<file path="src/rtl/data_mem_fetch_ctrl.sv">
// data_mem_fetch_ctrl: read sequencer for the dual-port 512-bit input data
// memory. It walks overlapping 4-row Winograd tiles and issues one row pair
// per cycle, gated by downstream credits. Sideband beat markers are delayed
// to line up with the memory's data-valid output.
//
// Ports:
//   clk, reset                     clock, synchronous active-high reset
//   start                          job start pulse (accepted in IDLE, scan_enable low)
//   base_addr, row_stride          row 0 of tile 0, step between tile rows
//   num_tiles                      tiles to fetch (0 legal)
//   scan_enable                    memory scan-load in progress
//   credit_return                  downstream freed one row-pair slot
//   addr_1_out/addr_2_out          read addresses for ports 1/2
//   addr_1_valid_out/addr_2_valid_out  read requests for ports 1/2
//   beat_valid/beat_first/beat_last/tile_idx  sideband aligned with read data
//   busy, done, err                job status (err is sticky until next start)
module data_mem_fetch_ctrl #(
  parameter int unsigned MEM_DEPTH    = 128,
  parameter int unsigned READ_LATENCY = 1,
  parameter int unsigned CREDIT_DEPTH = 4
) (
  input  logic       clk,
  input  logic       reset,
  input  logic       start,
  input  logic [7:0] base_addr,
  input  logic [7:0] row_stride,
  input  logic [7:0] num_tiles,
  input  logic       scan_enable,
  input  logic       credit_return,
  output logic [7:0] addr_1_out,
  output logic [7:0] addr_2_out,
  output logic       addr_1_valid_out,
  output logic       addr_2_valid_out,
  output logic       beat_valid,
  output logic       beat_first,
  output logic       beat_last,
  output logic [7:0] tile_idx,
  output logic       busy,
  output logic       done,
  output logic       err
);

  localparam int unsigned AW  = 10;
  localparam int unsigned CW  = 4;
  localparam int unsigned SBW = 11;  // {valid, first, last, tile[7:0]}

  typedef enum logic [1:0] {IDLE, ROW01, ROW23, FIN} state_t;

  state_t          state;
  logic [AW-1:0]   tile_base;
  logic [7:0]      stride_q;
  logic [7:0]      num_q;
  logic [7:0]      tile_q;
  logic [CW-1:0]   credit;
  logic [SBW-1:0]  sb_q [0:READ_LATENCY];

  logic [AW-1:0]   stride1;
  logic [AW-1:0]   stride2;
  logic [AW-1:0]   a1;
  logic [AW-1:0]   a2;
  logic            can_go;
  logic            in_range;
  logic            issue;
  logic            abort;
  logic            last_tile;
  logic [SBW-1:0]  sb_in;

  // Candidate addresses for the current row pair, kept at 10 bits so that an
  // overflow past the 8-bit address space is still caught by the range check.
  always_comb begin
    stride1   = AW'(stride_q);
    stride2   = AW'({stride_q, 1'b0});
    a1        = tile_base;
    a2        = tile_base + stride1;
    if (state == ROW23) begin
      a1 = tile_base + stride2;
      a2 = tile_base + stride2 + stride1;
    end
    can_go    = ((state == ROW01) || (state == ROW23)) && (credit != '0);
    in_range  = (a1 < AW'(MEM_DEPTH)) && (a2 < AW'(MEM_DEPTH));
    issue     = can_go && in_range;
    abort     = can_go && !in_range;
    last_tile = (9'(tile_q) + 9'd1) >= 9'(num_q);
    sb_in     = '0;
    if (issue) begin
      sb_in = {1'b1, (state == ROW01), (state == ROW23) && last_tile, tile_q};
    end
  end

  // Sideband taps the end of the delay line; stage 0 is aligned with the valids.
  assign beat_valid = sb_q[READ_LATENCY][10];
  assign beat_first = sb_q[READ_LATENCY][9];
  assign beat_last  = sb_q[READ_LATENCY][8];
  assign tile_idx   = sb_q[READ_LATENCY][7:0];

  // Sequencer, credit counter, request registers and sideband pipe.
  always_ff @(posedge clk) begin
    if (reset) begin
      state            <= IDLE;
      tile_base        <= '0;
      stride_q         <= '0;
      num_q            <= '0;
      tile_q           <= '0;
      credit           <= CW'(CREDIT_DEPTH);
      addr_1_out       <= '0;
      addr_2_out       <= '0;
      addr_1_valid_out <= 1'b0;
      addr_2_valid_out <= 1'b0;
      busy             <= 1'b0;
      done             <= 1'b0;
      err              <= 1'b0;
      for (int unsigned i = 0; i <= READ_LATENCY; i++) sb_q[i] <= '0;
    end else begin
      addr_1_valid_out <= issue;
      addr_2_valid_out <= issue;
      if (issue) begin
        addr_1_out <= 8'(a1);
        addr_2_out <= 8'(a2);
      end
      busy <= (state != IDLE);
      done <= (state == FIN);

      // Simultaneous issue and return cancel; returns saturate at full.
      if (issue && !credit_return) begin
        credit <= credit - CW'(1);
      end else if (!issue && credit_return && (credit < CW'(CREDIT_DEPTH))) begin
        credit <= credit + CW'(1);
      end

      sb_q[0] <= sb_in;
      for (int unsigned i = 1; i <= READ_LATENCY; i++) sb_q[i] <= sb_q[i-1];

      case (state)
        IDLE: begin
          if (start && !scan_enable) begin
            tile_base <= AW'(base_addr);
            stride_q  <= row_stride;
            num_q     <= num_tiles;
            tile_q    <= '0;
            err       <= 1'b0;
            state     <= (num_tiles == '0) ? FIN : ROW01;
          end
        end
        ROW01: begin
          if (abort) begin
            err   <= 1'b1;
            state <= FIN;
          end else if (issue) begin
            state <= ROW23;
          end
        end
        ROW23: begin
          if (abort) begin
            err   <= 1'b1;
            state <= FIN;
          end else if (issue) begin
            // Next tile starts on this tile's row 2 (two-row overlap).
            tile_base <= tile_base + stride2;
            if (last_tile) begin
              state <= FIN;
            end else begin
              tile_q <= tile_q + 8'd1;
              state  <= ROW01;
            end
          end
        end
        FIN: state <= IDLE;
        default: state <= IDLE;
      endcase
    end
  end

endmodule

</file>
<file path="config.mk">
export PLATFORM = sky130hd
export DESIGN_NAME = data_mem_fetch_ctrl
export DESIGN_NICKNAME = d
export VERILOG_FILES = /design/src/rtl/data_mem_fetch_ctrl.sv
export SDC_FILE = /design/constraint.sdc
export NUM_CORES = 1
export LEC_CHECK = 0
export BUFFER_PORTS_ARGS = -buffer_cell sky130_fd_sc_hd__buf_4
export CORE_AREA = 8 8 93 95
export DETAILED_ROUTE_END_ITERATION = 16
export DIE_AREA = 0 0 101 103
export GPL_ROUTABILITY_DRIVEN = 0
export PLACE_DENSITY = 0.83
export SYNTH_ARGS = -nofsm -noshare
export SYNTH_HDL_FRONTEND = slang
export SYNTH_SLANG_ARGS = --single-unit
export TNS_END_PERCENT = 5
</file>
<file path="constraint.sdc">
create_clock -name clk -period 10.6 [get_ports clk]
set_input_delay 1.06 -clock clk [delete_from_list [all_inputs] [get_ports clk]]
set_output_delay 1.06 -clock clk [all_outputs]
set_load 0.05 [all_outputs]
</file>
==> results of run 1 <==
[where the power goes]
part           internal (mW)  leakage, nW  switching (mW)
Sequential             0.329        0.657          0.0208
Clock                  0.137        0.114           0.123
Combinational          0.108         1.36           0.166
[state kept, by name (all words and copies together) (netlist names)]
signal      cells
tile_base      10
stride_q        8
num_q           8
tile_q          8
busy            1
done            1
credit          4
state           2
sb_q           22
addr_2_out      8
addr_1_out      8
err             1
[cells by family after synthesis]
logic type,Yosys count
multiplexers,32
flip-flops,81
AND/OR/NAND/NOR,160
AO/OA/AOI/OAI,103
adder cells (fa/ha/maj),35
XOR/XNOR,13
buffers and inverters,50
[per-stage QoR]
stage / util / worst slack [ns] / hold WS [ns] / area [µm²]
6_report: 0.693 / 5.63 / 0.442 / 4950
2_1_floorplan: - / 5.94 / 0.414 / 4280
3_3_place_gp: 0.661 / 5.92 / 0.417 / 4720
5_1_grt: 0.693 / 5.44 / 0.461 / 4950
3_5_place_dp: 0.661 / 5.78 / 0.421 / 4720
4_1_cts: 0.693 / 5.65 / 0.442 / 4950
[per-layer routing]
layer,vias to the layer above,GRT usage
met1,1653,0.213
met2,109,0.316
met5,-,0
li1,1746,-
met3,16,0.0648
met4,0,0.0733
[cell usage after synthesis (all sizes together), types with 2 or more instances]
master    n
a21oi    36
o21a      4
o211ai    3
a211oi   12
xor2      5
clkbuf   13
or3       6
or2       2
nor4      2
nand3     7
a21o     10
a22o      4
a311oi    3
or4       3
a2111oi   3
and2     12
mux2i    22
a31oi     4
nor3b     4
nor3      8
o22ai     2
buf      14
xnor2     8
nand2    51
mux2     10
o21ai    10
o41ai     3
fa        3
nor2b    14
nand2b    7
ha       32
nor2     38
dfxtp    81
inv      23
[path summary, 6_finish.rpt]
| path | endpoint | slack (ns) |
|---|---|---|
| worst max register to register | credit[3] | 5.63 |
| worst min-delay path | sb_q[0][11] | 0.44 |
| worst max-delay path | credit[3] | 5.63 |
| worst min register to register | sb_q[0][11] | 0.44 |
[area by class of cell]
| class | instances | area, µm² | area share |
|---|---|---|---|
| Multi-Input combinational cell | 343 | 2430 | 0.490 |
| Sequential cell | 81 | 1620 | 0.328 |
| Timing Repair Buffer | 61 | 458 | 0.0926 |
| Clock buffer | 9 | 124 | 0.0250 |
| Tap cell | 99 | 124 | 0.0250 |
| Clock inverter | 7 | 108 | 0.0218 |
| Inverter | 23 | 86.3 | 0.0175 |
==> run summary, run 1 <==
Cells along the critical path - ha_1 -> inv_1 -> fa_1 -> nor2b_4 -> o21a_1 -> nor2_1 -> xnor2_1 -> mux2_2 -> ha_1 -> or3_1 -> nor4b_1 -> a211o_1 -> o211ai_4 -> or4_4 -> inv_1 -> ha_1 -> a21o_1 -> a21o_1 -> o21ai_0 -> o21a_1 -> a31oi_1
Max Cap Viol - 0
Final TNS setup - 0 ns
Antenna viol nets, final - 0
Drt total wl - 9550 µm
Post-layout min period - 4.97 ns
Crit share post-route - 0.469
Post-synthesis mux area share - 0.0778
Startpoint types - flop
CP Data Arrival Time - 5.19 ns
Post-synth top area cell - dfxtp_1
Clk_lat worst skew - 0.36 ns
Met2 Wirelength - 4450 µm
Critical path class - reg -> reg
R2R cell count - 21
TritonCTS clock tree - done
Total Die Area - 10400 µm²
Fraction of the yosys area taken by sequential cells - 0.379
GR Overflow Total - 0
Top Layer Used - met4
Die width - 101 µm
Register bit total from synthesis - 81
Post-Syn Area - 4280 µm²
Buf/Inv on CP - 2
Number of flops mapped to enable cells by yosys - 0
Distinct cells, synth - 57
F_max - 0.201 GHz
Global Route Usage Sum - 0.187
Largest net degree at the start of global routing - 69
Starting density of the core - 0.599
Area fraction of the dominant cell type after synthesis - 0.379
PD cells - 179 nW/µm²
Largest family of logic cells by synthesized area - simple AND/OR/NAND/NOR gates
Slew headroom - 0.243
# IOs - 61
Synth Area in Compound Gates - 0.168
Nets - 583
Crit end category - flop
Adder-Cell Fraction of Synth Area - 0.108
Hold Path Depth - 1
Crit-path slowest cell - or4_4
Final Power - 0.883 mW
Area contributors post-synth - dfxtp_1, ha_1, mux2i_1
Ys async rst share - 0
Clock buffer depth - 2
Clock slew at reported path FFs - 0.09 ns
Hold Crit Start - sb_q[0][0]
Clock skew - 0.0105 ns
Dpl cells - 607
Rows - 31
CTS sink count - 81
Wire length per cell - 15.3 µm
Slew Viols, Final - 0
Maximum VDD drop - 103 µV
Leakage - 2.14 nW
Met3 wire length - 798 µm
Ys Warns - 0
Via density - 5.66
# fillers - 591
Slowest stage delay, CP - 0.57 ns
Final setup vio count - 0
Commonest cells after routing, fill and taps aside - dfxtp_1, buf_4, nand2_1
Worst Hold Class - reg -> reg
Ys flop type - dfxtp_1
N_diodes - 0
Chip height - 103 µm
Crit path from - stride_q[0]
Detailed Route Iter0 Violations - 146
Via count - 3524
Fin. Hold Viols - 0
Clock Tree Root - clkbuf_8
Syn_area_per_cell - 9.03 µm²
Vias in the first global route - 3421
Detailed-router iteration count before antenna repair - 4
Global-route wire length before repair - 15600 µm
Worst-margin pin slew - 1.13 ns
Syn Nets - 538
Layout cell share with drive strength beyond 1 - 0.185
Most frequent CP cell - ha_1
Reg-to-Reg Start - stride_q[0]
Port Buf Inserts - 60
CP required - 10.82 ns
Wire length on met1 - 4160 µm
Hpwl dp - 6820 µm
Fin cells - 623
Outcome - complete, no violations
Core Area - 7140 µm²
Crit Path Max Fanout - 9
CTS resizes - 0
Num CTS Buffers - 9
Area delta synth->final - 15.6%
Crit path max-delay family - simple AND/OR/NAND/NOR gates
DRC - 0
Mapped Cells - 474
Hold buffer count at CTS - 0
RSZ-0062 raised after global routing - no
Htree depth - 3
Antenna violations before repair - 0
Setup bufs post-CTS - 0
Commonest non-fill, non-tap cell in the layout - dfxtp_1
XOR/XNOR share of the synthesized area - 0.0266
Number of cells on the critical path - 21
Simple-Gate Fraction of Synth Area - 0.187
Note: power is estimated with default switching activity, not from simulation.
==> run 2, diff against run 1 <==
Settings changed: CORE_AREA 8 8 93 95 to 8 8 96 98, DIE_AREA 0 0 101 103 to 0 0 104 106, PLACE_DENSITY 0.83 to 0.78.
Clock period 10.6 ns to 4.8 ns, I/O delays scaled along.
==> run 2 against run 1 <==
Final area up 1.6%. Global-route usage down 1.0 points. Critical path depth down 3. Largest power group unchanged.
==> run summary, run 2 (synthesis gave the netlist of run 1 again) <==
CTS sink count - 81
Slowest stage delay, CP - 0.57 ns
Nets - 591
RSZ-0062 raised after global routing - no
CP Data Arrival Time - 4.86 ns
Hold Path Depth - 3
Global-route wire length before repair - 16300 µm
Crit path max-delay family - compound AO/OA/AOI/OAI gates
Leakage - 2.18 nW
Setup bufs post-CTS - 0
Combinational share of power - 0.311
Max FFs per register - 22
# IOs - 61
CP required - 5.03 ns
Most flops, register - sb_q
R2R cell count - 18
Core Area - 7850 µm²
Clock Tree Root - clkbuf_8
TritonCTS clock tree - done
Antenna viol nets, final - 0
Port Buf Inserts - 60
Final setup vio count - 0
Sequential cell area - 1620 µm²
F_max - 0.216 GHz
Dpl cells - 621
Sw power - 0.690 mW
Cells along the critical path - inv_1 -> ha_1 -> mux2_2 -> ha_1 -> a21oi_1 -> o22ai_1 -> buf_4 -> nor3_1 -> a211o_1 -> o211ai_4 -> or4_4 -> inv_1 -> ha_1 -> a21o_1 -> a21o_1 -> o21ai_1 -> o21a_1 -> a31oi_1
Met3 global-route usage - 0.0442
Slew headroom - 0.328
Startpoint types - flop
Total Die Area - 11000 µm²
Antenna violations before repair - 0
Pint - 1.28 mW
Clock slew at reported path FFs - 0.09 ns
Area after DPL - 4780 µm²
Clock buffer depth - 2
Area delta synth->final - 17.5%
Met2 Track Usage GR - 0.289
Die width - 104 µm
Via count - 3468
Most frequent CP cell - ha_1
Place WS - 0.0301 ns
Chip height - 106 µm
Via density - 5.44
Multi-input logic area - 2440 µm²
Worst Hold Class - in -> reg
Critical path class - reg -> reg
Detailed-router iteration count before antenna repair - 5
Detailed Route Iter0 Violations - 147
Buf/Inv on CP - 3
Vias in the first global route - 3409
Post-layout min period - 4.64 ns
Commonest non-fill, non-tap cell in the layout - dfxtp_1
Maximum VDD drop - 244 µV
Layout cell share with drive strength beyond 1 - 0.207
Fin. Hold Viols - 0
Final TNS setup - 0 ns
Global Route Usage Sum - 0.177
DRC - 0
Clock skew - 0.0112 ns
Commonest cells after routing, fill and taps aside - dfxtp_1, buf_4, nand2_1
PD cells - 391 nW/µm²
Max Cap Viol - 0
N_diodes - 0
Crit Path Max Fanout - 14
Sequential share of power - 0.392
Outcome - complete, no violations
Hold buffer count at CTS - 0
Hold slack - 0.352 ns
Met1 usage - 0.219
# fillers - 664
Cell area after layout - 5030 µm²
Num CTS Buffers - 9
Rows - 33
Largest regs - sb_q x22, tile_base x10
GR Overflow Total - 0
Worst-margin pin slew - 1.00 ns
Fin util - 0.641
Final Power - 1.97 mW
Crit end category - flop
Most Crowded Layer GR - met2
Htree depth - 3
Fin cells - 637
Largest net degree at the start of global routing - 69
Crit share post-route - 0.966
Hpwl dp - 7090 µm
Wire length per cell - 15.0 µm
Drt total wl - 9580 µm
Final setup margin - 0.164 ns
Clk_lat worst skew - 0.37 ns
Slew Viols, Final - 0
Clk pwr share - 0.298
Crit-path slowest cell - ha_1
Starting density of the core - 0.545
Sw Ratio - 0.351
Number of cells on the critical path - 18
## run 2: per-layer routing
layer	vias to the layer above	wire [µm]
li1	1767	-
met1	1618	4490
met2	68	4520
met5	-	0
met4	0	168
met3	15	402
## run 2: tightest hold or removal path, stage by stage
cell,delay (ns)
buf_4,0.11
nand2_1,0.05
a21oi_1,0.05
## run 2: repair_timing
item                       in CTS  in global routing
gates resized for setup         0                  6
setup endpoints to repair       1                  1
hold endpoints to repair        0                  0
pin swaps                       1                  1
## run 2: layout make-up
class                           count  share of cell area
Sequential cell                    81               0.323
Inverter                           23              0.0172
Multi-Input combinational cell    343               0.485
Clock buffer                        9              0.0246
Clock inverter                      7              0.0214
Tap cell                          105              0.0261
Timing Repair Buffer               69               0.103
## run 2: path summary, 6_finish.rpt
path	start	endpoint	slack (ns)
worst max-delay path	state[0]	credit[3]	0.16
worst max register to register	state[0]	credit[3]	0.16
worst min register to register	sb_q[0][5]	sb_q[0][16]	0.44
worst min-delay path	num_tiles[2]	num_q[2]	0.35
## run 2: power by group through the flow
stage,Clock (mW),Sequential [mW],Combinational (mW)
2_1_floorplan,0,0.834,0.407
3_3_place_gp,0,0.782,0.592
3_5_place_dp,0,0.785,0.607
4_1_cts,0.600,0.769,0.610
5_1_grt,0.627,0.778,0.671
6_report,0.586,0.771,0.611
